File: config.mk
export PLATFORM = sky130hd
export DESIGN_NAME = float_div
export DESIGN_NICKNAME = d
export VERILOG_FILES = /design/src/rtl/float_div_pkg.sv /design/src/rtl/float_div_mant.sv /design/src/rtl/float_div.sv
export SDC_FILE = /design/constraint.sdc
export NUM_CORES = 1
export LEC_CHECK = 0
export ABC_AREA = 1
export BUFFER_PORTS_ARGS = -buffer_cell sky130_fd_sc_hd__buf_2
export CAP_MARGIN = 20
export CORE_MARGIN = 2
export CORE_UTILIZATION = 50
export DETAILED_ROUTE_END_ITERATION = 6
export PLACE_DENSITY = 0.72
export SKIP_LAST_GASP = 1
export SYNTH_ARGS = -nofsm -noshare
export SYNTH_HDL_FRONTEND = slang
export SYNTH_SLANG_ARGS = --single-unit
File: constraint.sdc
create_clock -name clk -period 2.4 [get_ports clk]
set_input_delay 0.72 -clock clk [delete_from_list [all_inputs] [get_ports clk]]
set_output_delay 0.72 -clock clk [all_outputs]
set_load 0.01 [all_outputs]
File: src/rtl/float_div_pkg.sv
// Shared float format macros and the package for the iterative float divider.
// The macros are the single source of the exponent all-ones and NaN/overflow
// result patterns, shared by float_mult and float_div so that results chain.
// Package contents: derived widths, FSM state type, packed operand view and
// operand classification helpers.
`ifndef FLOAT_DEFINES_SV
`define FLOAT_DEFINES_SV
`ifndef E_bit
`define E_bit 8
`endif
`ifndef F_bit
`define F_bit 23
`endif
`define EXP_ONES {(`E_bit){1'b1}}
`define NAN_RES(s) {(s), `EXP_ONES, {(`F_bit-1){1'b0}}, 1'b1}
`endif

package float_div_pkg;

  localparam int EW = `E_bit;      // exponent field width
  localparam int FW = `F_bit;      // fraction field width
  localparam int W  = EW + FW + 1; // packed float width
  localparam int MW = FW + 1;      // mantissa width including hidden 1
  localparam int XW = EW + 2;      // signed working exponent width

  typedef enum logic [1:0] {IDLE, CALC, NORM, PACK} state_t;

  typedef struct packed {
    logic          sign;
    logic [EW-1:0] exp;
    logic [FW-1:0] frac;
  } fp_t;

  function automatic logic is_special(input logic [EW-1:0] e);
    return e == `EXP_ONES;
  endfunction

  function automatic logic is_zero(input logic [EW-1:0] e);
    return e == '0;
  endfunction

endpackage

File: src/rtl/float_div_mant.sv
// Iterative restoring mantissa divider.
// Ports:
//   clk, rst_n : clock, asynchronous active-low reset
//   load       : capture ma (as initial remainder) and mb, clear q and counter
//   step       : produce one quotient bit
//   ma, mb     : mantissas with hidden 1
//   q          : quotient bits shifted in MSB-first
//   last       : the step taken this cycle is the final one
module float_div_mant
  import float_div_pkg::*;
#(
  parameter int ITER = FW + 3
) (
  input  logic            clk,
  input  logic            rst_n,
  input  logic            load,
  input  logic            step,
  input  logic [MW-1:0]   ma,
  input  logic [MW-1:0]   mb,
  output logic [ITER-1:0] q,
  output logic            last
);

  localparam int CW = $clog2(ITER);
  // The remainder stays below 2*mb after each shift, so one extra bit suffices.
  localparam int RW = MW + 1;

  logic [RW-1:0] rem;
  logic [RW-1:0] rem_sub;
  logic [RW-1:0] mb_ext;
  logic [MW-1:0] mb_r;
  logic [CW-1:0] cnt;
  logic          ge;

  assign mb_ext  = {1'b0, mb_r};
  assign ge      = rem >= mb_ext;
  assign rem_sub = ge ? rem - mb_ext : rem;
  assign last    = cnt == CW'(ITER - 1);

  always_ff @(posedge clk or negedge rst_n) begin
    if (!rst_n) begin
      rem  <= '0;
      mb_r <= '0;
      q    <= '0;
      cnt  <= '0;
    end else if (load) begin
      rem  <= {1'b0, ma};
      mb_r <= mb;
      q    <= '0;
      cnt  <= '0;
    end else if (step) begin
      q    <= {q[ITER-2:0], ge};
      rem  <= rem_sub << 1;
      cnt  <= cnt + 1'b1;
    end
  end

endmodule

File: src/rtl/float_div.sv
// Iterative floating-point divider: out_q = div_a / div_b.
// Fixed latency of F_bit+5 cycles from the accepting edge for every input.
// Ports:
//   clk, rst_n   : clock, asynchronous active-low reset
//   start        : request, sampled only while busy is low
//   div_a, div_b : dividend / divisor, captured on the accepting edge
//   busy         : operation in progress
//   done         : one-cycle pulse when out_q/div_zero are updated
//   out_q        : quotient, held until the next done
//   div_zero     : result came from a zero divisor
module float_div
  import float_div_pkg::*;
#(
  parameter logic [EW-1:0] E_ref = {(`E_bit-1){1'b1}},
  parameter int            ITER  = `F_bit + 3
) (
  input  logic         clk,
  input  logic         rst_n,
  input  logic         start,
  input  logic [W-1:0] div_a,
  input  logic [W-1:0] div_b,
  output logic         busy,
  output logic         done,
  output logic [W-1:0] out_q,
  output logic         div_zero
);

  localparam logic signed [XW-1:0] E_MAX = XW'((1 << EW) - 1);

  state_t state, state_nxt;
  fp_t    fa, fb;
  logic   load, step, last;
  logic [ITER-1:0] mant_q;

  logic                 sign_r, nan_r, zero_r, dz_r;
  logic signed [XW-1:0] exp_r;
  logic [FW-1:0]        frac_r;

  logic signed [XW-1:0] ea_s, eb_s, exp_calc, exp_t, exp_n;
  logic [FW-1:0]        frac_t, frac_n;
  logic [FW:0]          frac_rnd;
  logic                 rnd;

  function automatic logic [FW:0] round_half_up(input logic [FW-1:0] f, input logic r);
    return {1'b0, f} + {{FW{1'b0}}, r};
  endfunction

  function automatic logic [W-1:0] pack_result(input logic s, input logic nan,
                                               input logic zero,
                                               input logic signed [XW-1:0] e,
                                               input logic [FW-1:0] f);
    if (nan)               return `NAN_RES(s);
    if (zero || e <= 0)    return {s, {(W-1){1'b0}}};
    if (e >= E_MAX)        return `NAN_RES(s);
    return {s, e[EW-1:0], f};
  endfunction

  assign fa       = div_a;
  assign fb       = div_b;
  assign ea_s     = {2'b00, fa.exp};
  assign eb_s     = {2'b00, fb.exp};
  assign exp_calc = ea_s - eb_s + $signed({2'b00, E_ref});
  assign busy     = state != IDLE;

  float_div_mant #(.ITER(ITER)) u_mant (
    .clk   (clk),
    .rst_n (rst_n),
    .load  (load),
    .step  (step),
    .ma    ({1'b1, fa.frac}),
    .mb    ({1'b1, fb.frac}),
    .q     (mant_q),
    .last  (last)
  );

  // Normalisation: the leading 1 is in one of the top two quotient bits.
  always_comb begin
    if (mant_q[ITER-1]) begin
      frac_t = mant_q[ITER-2:2];
      rnd    = mant_q[1];
      exp_t  = exp_r;
    end else begin
      frac_t = mant_q[ITER-3:1];
      rnd    = mant_q[0];
      exp_t  = exp_r - XW'(1);
    end
    frac_rnd = round_half_up(frac_t, rnd);
    // On carry-out the low bits are already zero and the exponent absorbs it.
    frac_n   = frac_rnd[FW-1:0];
    exp_n    = frac_rnd[FW] ? exp_t + XW'(1) : exp_t;
  end

  always_comb begin
    state_nxt = state;
    load      = 1'b0;
    step      = 1'b0;
    unique case (state)
      IDLE: if (start) begin
        state_nxt = CALC;
        load      = 1'b1;
      end
      CALC: begin
        step = 1'b1;
        if (last) state_nxt = NORM;
      end
      NORM:    state_nxt = PACK;
      PACK:    state_nxt = IDLE;
      default: state_nxt = IDLE;
    endcase
  end

  always_ff @(posedge clk or negedge rst_n) begin
    if (!rst_n) state <= IDLE;
    else        state <= state_nxt;
  end

  always_ff @(posedge clk or negedge rst_n) begin
    if (!rst_n) begin
      sign_r   <= 1'b0;
      nan_r    <= 1'b0;
      zero_r   <= 1'b0;
      dz_r     <= 1'b0;
      exp_r    <= '0;
      frac_r   <= '0;
      out_q    <= '0;
      div_zero <= 1'b0;
      done     <= 1'b0;
    end else begin
      done <= 1'b0;
      case (state)
        // Capture: sign, operand classes and biased exponent difference.
        IDLE: if (start) begin
          sign_r <= fa.sign ^ fb.sign;
          nan_r  <= is_special(fa.exp) | is_zero(fb.exp);
          zero_r <= is_zero(fa.exp) | is_special(fb.exp);
          dz_r   <= is_zero(fb.exp);
          exp_r  <= exp_calc;
        end
        // Normalise and round the finished quotient.
        NORM: begin
          exp_r  <= exp_n;
          frac_r <= frac_n;
        end
        // Pack, with specials taking priority over range checks.
        PACK: begin
          done     <= 1'b1;
          out_q    <= pack_result(sign_r, nan_r, zero_r, exp_r, frac_r);
          div_zero <= dz_r;
        end
        default: ;
      endcase
    end
  end

endmodule

Yosys cells after proc, flatten, opt, wreduce, memory -nomap -nowiden
Index checks and enable logic that the tools add are counted.
{ "op_classes": {"n_addsub": 7, "bitwise_logic": 3, "magnitude_cmp": 3, "mux": 35, "n_eq_ne": 8, "n_reduce_logical": 10} }
{ "op_table": {"columns": ["op", "count"], "rows": [
  ["$mux 32", 6],
  ["$mux 26", 2],
  ["$mux 25", 2],
  ["$mux 10", 3],
  ["$ge 25x24->1", 1],
  ["$add 23x1->24", 1],
  ["$mux 24", 1],
  ["$sub 24x24->24", 1],
  ["$mux 23", 1],
  ["$pmux 10 s2", 1],
  ["$eq 8x8->1 const B", 2],
  ["$logic_not 8->1", 2],
  ["$mux 1", 14],
  ["$add 10x2->10 const B", 1],
  ["$add 9x8->10 const B", 1],
  ["$ge 10x9->1 const B", 1],
  ["$le 10x1->1 const B", 1],
  ["$mux 5", 2],
  ["$sub 10x2->10 const B", 1],
  ["$sub 8x8->9", 1],
  ["$pmux 2 s4", 1],
  ["$reduce_and 2->1", 3],
  ["$reduce_bool 2->1", 3],
  ["$add 5x1->5 const B", 1],
  ["other kinds (9)", 13]
]} }
{ "totals": {"regBits": 153, "out_inout_bits": 35, "input_bits": 67, "wordCells": 80} }

Logic depth before layout (Yosys ltp)
{ "depth": {"ltp_word": 11, "depth_mapped": 17} }

By module
Synthesis repeated with hierarchy kept, for this count alone.
{ "hier_totals": {"cells_unflattened": 1436, "hier_area_um2": 10326.2} }
{ "modules_own_cells": {"columns": ["mod", "n_inst", "area_per_inst_um2", "cells_each", "seq_area_each_um2"], "rows": [
  ["float_div_mant", 1, 5242.5, 752, 2001.9],
  ["float_div", 1, 5083.6, 684, 1826.8]
]} }

Worst setup path after synthesis
Ideal clock, no wire load.
{ "synth_timing": {"path_type": "input port to flip-flop", "startpoint": "input port div_b[24]", "endpoint": "register exp_r[7]", "t_arrival_ps": 2220, "n_path_buf": 0, "setup_slack_ps": 62, "cell_stages": 15, "path_cell_list": "inv_1 ha_1 nand2_1 nand2_1 nand2_1 nand2_1 nor2_1 nand2_1 nor2_1 nand3_1 or2_2 nand3_1 nand2_1 nand2_1 nand2_1"} }
{ "synth_between": {"elab_chain_len": 4} }
{ "synth_lines": {"columns": ["element", "line", "text"], "rows": [
  ["from (decl)", "float_div.sv:21", "input logic [W-1:0] div_b,"],
  ["$sub 8x8->9", "float_div.sv:62", "assign exp_calc = ea_s - eb_s + $signed({2'b00, E_ref});"],
  ["$add 9x8->10", "float_div.sv:62", null],
  ["$mux 10", "float_div.sv:132", "IDLE: if (start) begin"],
  ["$pmux 10 s2", "float_div.sv:130", "case (state)"],
  ["to (signal assigned)", "float_div.sv:137", "exp_r <= exp_calc;"],
  ["to (signal assigned)", "float_div.sv:141", "exp_r <= exp_n;"],
  ["to (decl)", "float_div.sv:36", "logic signed [XW-1:0] exp_r;"]
]} }
Every way passes these cells. The select of a mux whose other input is x is not followed.
A chain may end at the register's enable or synchronous reset.

Worst setup path in the final report
{ "layout_timing": {"startpoint": "register u_mant.rem[14]", "endpoint": "register u_mant.rem[23]"} }
{ "layout_between": {"elab_chain_len": 4, "word_cells_on_any_way": 5, "classes_between": "1 x add/sub; 1 x order compare; 3 x mux"} }
{ "layout_lines": {"columns": ["element", "line", "text"], "rows": [
  ["from (decl)", "float_div_mant.sv:28", "logic [RW-1:0] rem;"],
  ["from (signal assigned)", "float_div_mant.sv:47", "rem <= {1'b0, ma};"],
  ["from (signal assigned)", "float_div_mant.sv:53", "rem <= rem_sub << 1;"],
  ["$sub 24x24->24 / $ge 25x24->1 (equally long branches)", "float_div_mant.sv:37, float_div_mant.sv:36", null],
  ["$mux 24 *", "float_div_mant.sv:37", "assign rem_sub = ge ? rem - mb_ext : rem;"],
  ["$mux 25 *", "float_div_mant.sv:51", "end else if (step) begin"],
  ["$mux 25 *", "float_div_mant.sv:46", "end else if (load) begin"]
]} }
Every way passes the cells marked *; elsewhere a longest branch is shown, timed or not. The select of a mux whose other input is x is not followed.

==> reports/qor.csv <==
stage,metric,value,unit
sta,FMAX,444,MHz
finish,Diodes inserted,0,
sta,Final Max Tran Viols,0,
placed_design,final estimated routing congestion in global placement,0.939,
global_route,number of global-route vias before repair,8403,
clocking,Num CTS Buffers,17,
placed_design,PortBufs,101,
clocking,clk sinks,153,
routing,Vias,8847,
floorplanning,Die Wd,144,um
logic_synthesis,Syn Nets,1386,
finish,layout filler cell count,1797,
critical_path,Critical Path AT,2.58,ns
global_route,met2 global-route usage,41.2,%
routing,post-route ant nets,0,
pwr,P per Cell Area,1500,nW/um2
clocking,CTS HTree Levels,4,
finish,layout cell share with drive strength beyond 1,20.0,%
run,Max-Cap Viols,0,
global_route,met1 usage,30.9,%
finish,fin area,11800,um2
logic_synthesis,"Avg Cell Area, Syn",7.72,um2
clocking,Root Buffer,clkbuf_16,
routing,WL final,24100,um
logic_synthesis,Post-synth EDFFs,0,
sta,setup violators final,0,
critical_path,"most used cell, CP",nand2_1,
sta,worst slew pin tran,0.537,ns
logic_synthesis,post-synth top area share,39.0,%
critical_path,worst reg-to-reg setup slack,0.15,ns
global_route,first-pass GRT wire length,40000,um
logic_synthesis,"top cells by area, synth","dfrtp_1 (39%), nand2_1 (12%), inv_1 (6.4%)",
floorplanning,core area,19400,um2
logic_synthesis,synth warn,0,
floorplanning,IO Pins,102,
min_path,class of the worst hold path,input port to asynchronous set/reset pin,
run_status,status,"finished, final reports clean",
finish,layout net count,1533,
pwr,worst vdd ir,881,uV
logic_synthesis,"Seq/Total Area, Yosys",39.0,%
critical_path,Crit. End Element,register,
critical_path,max incr delay on CP,0.39,ns
sta,skew final,0.0171,ns
critical_path,CP max FO,6,
sta,RSZ-0062 raised after global routing,true,
critical_path,CP required,2.73,ns
placed_design,pre-CTS WS,-0.161,ns
logic_synthesis,Syn Inst Count,1272,
critical_path,CP Launch Type,register,
sta,Final min period,2.25,ns
floorplanning,Die Ht,144,um
critical_path,crit path kind,register to register,
logic_synthesis,number of synthesized register bits,153,
global_route,Total GRT Usage,24.2,%
clocking,CTS tree,done,
global_route,most used routing layer,met2,
floorplanning,starting density of the core,50.7,%
global_route,M3 GR Usage,3.38,%
pwr,LEAKAGE,5.82,nW
routing,initial DRC count,463,
routing,vias per cell,5.21,
critical_path,crit path from,u_mant.rem[14]$_DFFE_PN0P_,
floorplanning,die area,20800,um2
floorplanning,num rows,51,
logic_synthesis,synthesized area,9830,um2
logic_synthesis,Synth async-reset ratio,100,%
finish,area added between synthesis and finish,20.3,%
logic_synthesis,Synth cell types,55,
global_route,antenna violations before repair,0,
logic_synthesis,ys flop type,dfrtp_1,
routing,WL/cell,14.2,um
critical_path,Reg-to-Reg Start,u_mant.rem[14]$_DFFE_PN0P_,
global_route,largest net degree at the start of global routing,53,
clocking,clock-pin slew of the registers on the worst-case setup and hold paths,0.07,ns
sta,Tcrit/Tclk final,93.8,%
global_route,grt total ovfl,0,
clocking,Skew-Pair Late Insertion Delay,0.44,ns
sta,total negative slack,0,ns
sta,fin worst setup slack,0.150,ns
placed_design,Placed Instance Area,11000,um2
critical_path,worst-path cell chain,"ha_2, nand2_1, nor2_1, nand2_1, nor3b_2, nand3b_1, nand3_4, buf_6, inv_1, nand2_1, nand2_1, nor2_1, nor2_1",
critical_path,"Max stage delay cell, worst path",dfrtp_1,
sta,Hold Fails Final Rpt,0,
sta,Worst slew margin,63.8,%
placed_design,DP Wirelength,18000,um
routing,drt pass-1 iters,6,
routing,drt drc,0,
logic_synthesis,"area leader, netlist",dfrtp_1,
clocking,clk buf depth,2,
metal layers:
metal  part of all wire (%)  up-vias
met5                      0        -
met4                    2.9        0
met3                    3.4       45
met2                     49      206
met1                     45     4100
li1                       -     4496
synthesized netlist by cell type, drive strengths merged (2+ instances only):
| library cell | instances |
|---|---|
| a32o | 17 |
| a21o | 3 |
| xnor2 | 17 |
| a311oi | 4 |
| a31oi | 3 |
| nand3b | 9 |
| a22o | 15 |
| dfrtp | 153 |
| o21bai | 17 |
| xor2 | 24 |
| nand3 | 73 |
| clkinv | 3 |
| o211ai | 2 |
| a22oi | 3 |
| o21ai | 119 |
| ha | 46 |
| buf | 18 |
| nand2 | 339 |
| nor2 | 87 |
| a21oi | 46 |
| o22ai | 27 |
| clkbuf | 24 |
| nand4 | 19 |
| inv | 173 |
| nor4 | 5 |
| nor3 | 14 |
| a211oi | 7 |
registers in the layout, indices dropped and copies added (netlist names), 2 cells and up:
| name | count |
|---|---|
| out_q | 32 |
| u_mant.q | 26 |
| u_mant.rem | 25 |
| u_mant.mb_r | 24 |
| frac_r | 23 |
| exp_r | 10 |
| u_mant.cnt | 5 |
| state | 2 |
area by class of cell:
type,count,area (um2),share of cell area [%]
multi-input cells,901,5300,44.9
flip-flops and latches,153,3830,32.4
clock inverters,15,174,1.47
repair buffers,170,1090,9.26
inverters,176,663,5.61
clock buffers,17,425,3.60
well taps,265,332,2.81
report_power, final:
part           leakage (nW)  switching [mW]  internal, mW  total, mW
Clock                 0.287            1.28          1.41       2.69
Sequential             1.97           0.675          3.68       4.36
Combinational          3.56            6.38          4.26       10.6
Total                  5.82            8.33          9.36       17.7
cell usage in the layout (no fill, tap or decap), drive strengths merged, types with 19 or more instances in the layout:
master and instances:
inv 183, nand4 19, a21oi 46, nor2 87, o21ai 119, nand3 73, buf 170, o22ai 27
nand2 339, dfrtp 153, ha 46, xor2 24
cells by family after synthesis:
family                     share of synthesized area [%]
adders and majority gates                           6.06
and+or+nand+nor                                     24.9
xor gates and xnor gates                            4.04
buffers and inverters                               9.17
AOI/OAI and AO/OA                                   16.9
DFF                                                 39.0
timing repair:
item | 4_1_cts | 5_1_grt
gates resized for setup | 1 | 42
buffers inserted | 0 | 2
pin swaps | 0 | 4
hold buffers | 0 | 0
endpoints found under the setup margin | 1 | 34
path summary, 6_finish.rpt:
path	end	cells past startpoint
setup / recovery	u_mant.rem[23]$_DFFE_PN0P_	13
hold / removal	out_q[22]$_DFFE_PN0P_	1
setup reg to reg	u_mant.rem[23]$_DFFE_PN0P_	13
hold reg to reg	u_mant.mb_r[23]$_DFFE_PN0P_	2
max in group asynchronous	exp_r[2]$_DFFE_PN0P_	2
min in group clk	u_mant.mb_r[23]$_DFFE_PN0P_	2
stage by stage:
stage	util, %	hold WS [ns]	total power, mW	std cells
after floorplan	-	0.424	11.4	1272
after global placement	56.6	0.440	14.1	1662
after detailed placement	56.6	0.445	14.3	1663
after CTS	59.7	0.222	17.1	1695
after global routing	60.9	0.242	19.3	1697
final	60.9	0.218	17.7	1697
worst max-delay path: cells and delay by family, from the launching register on:
family	cells	cell delay [ns]
fa+ha+maj	1	0.39
buf+inv	2	0.27
simple gates	10	1.10
flops	1	0.39
No activity file was read; power rests on OpenSTA's default activity.
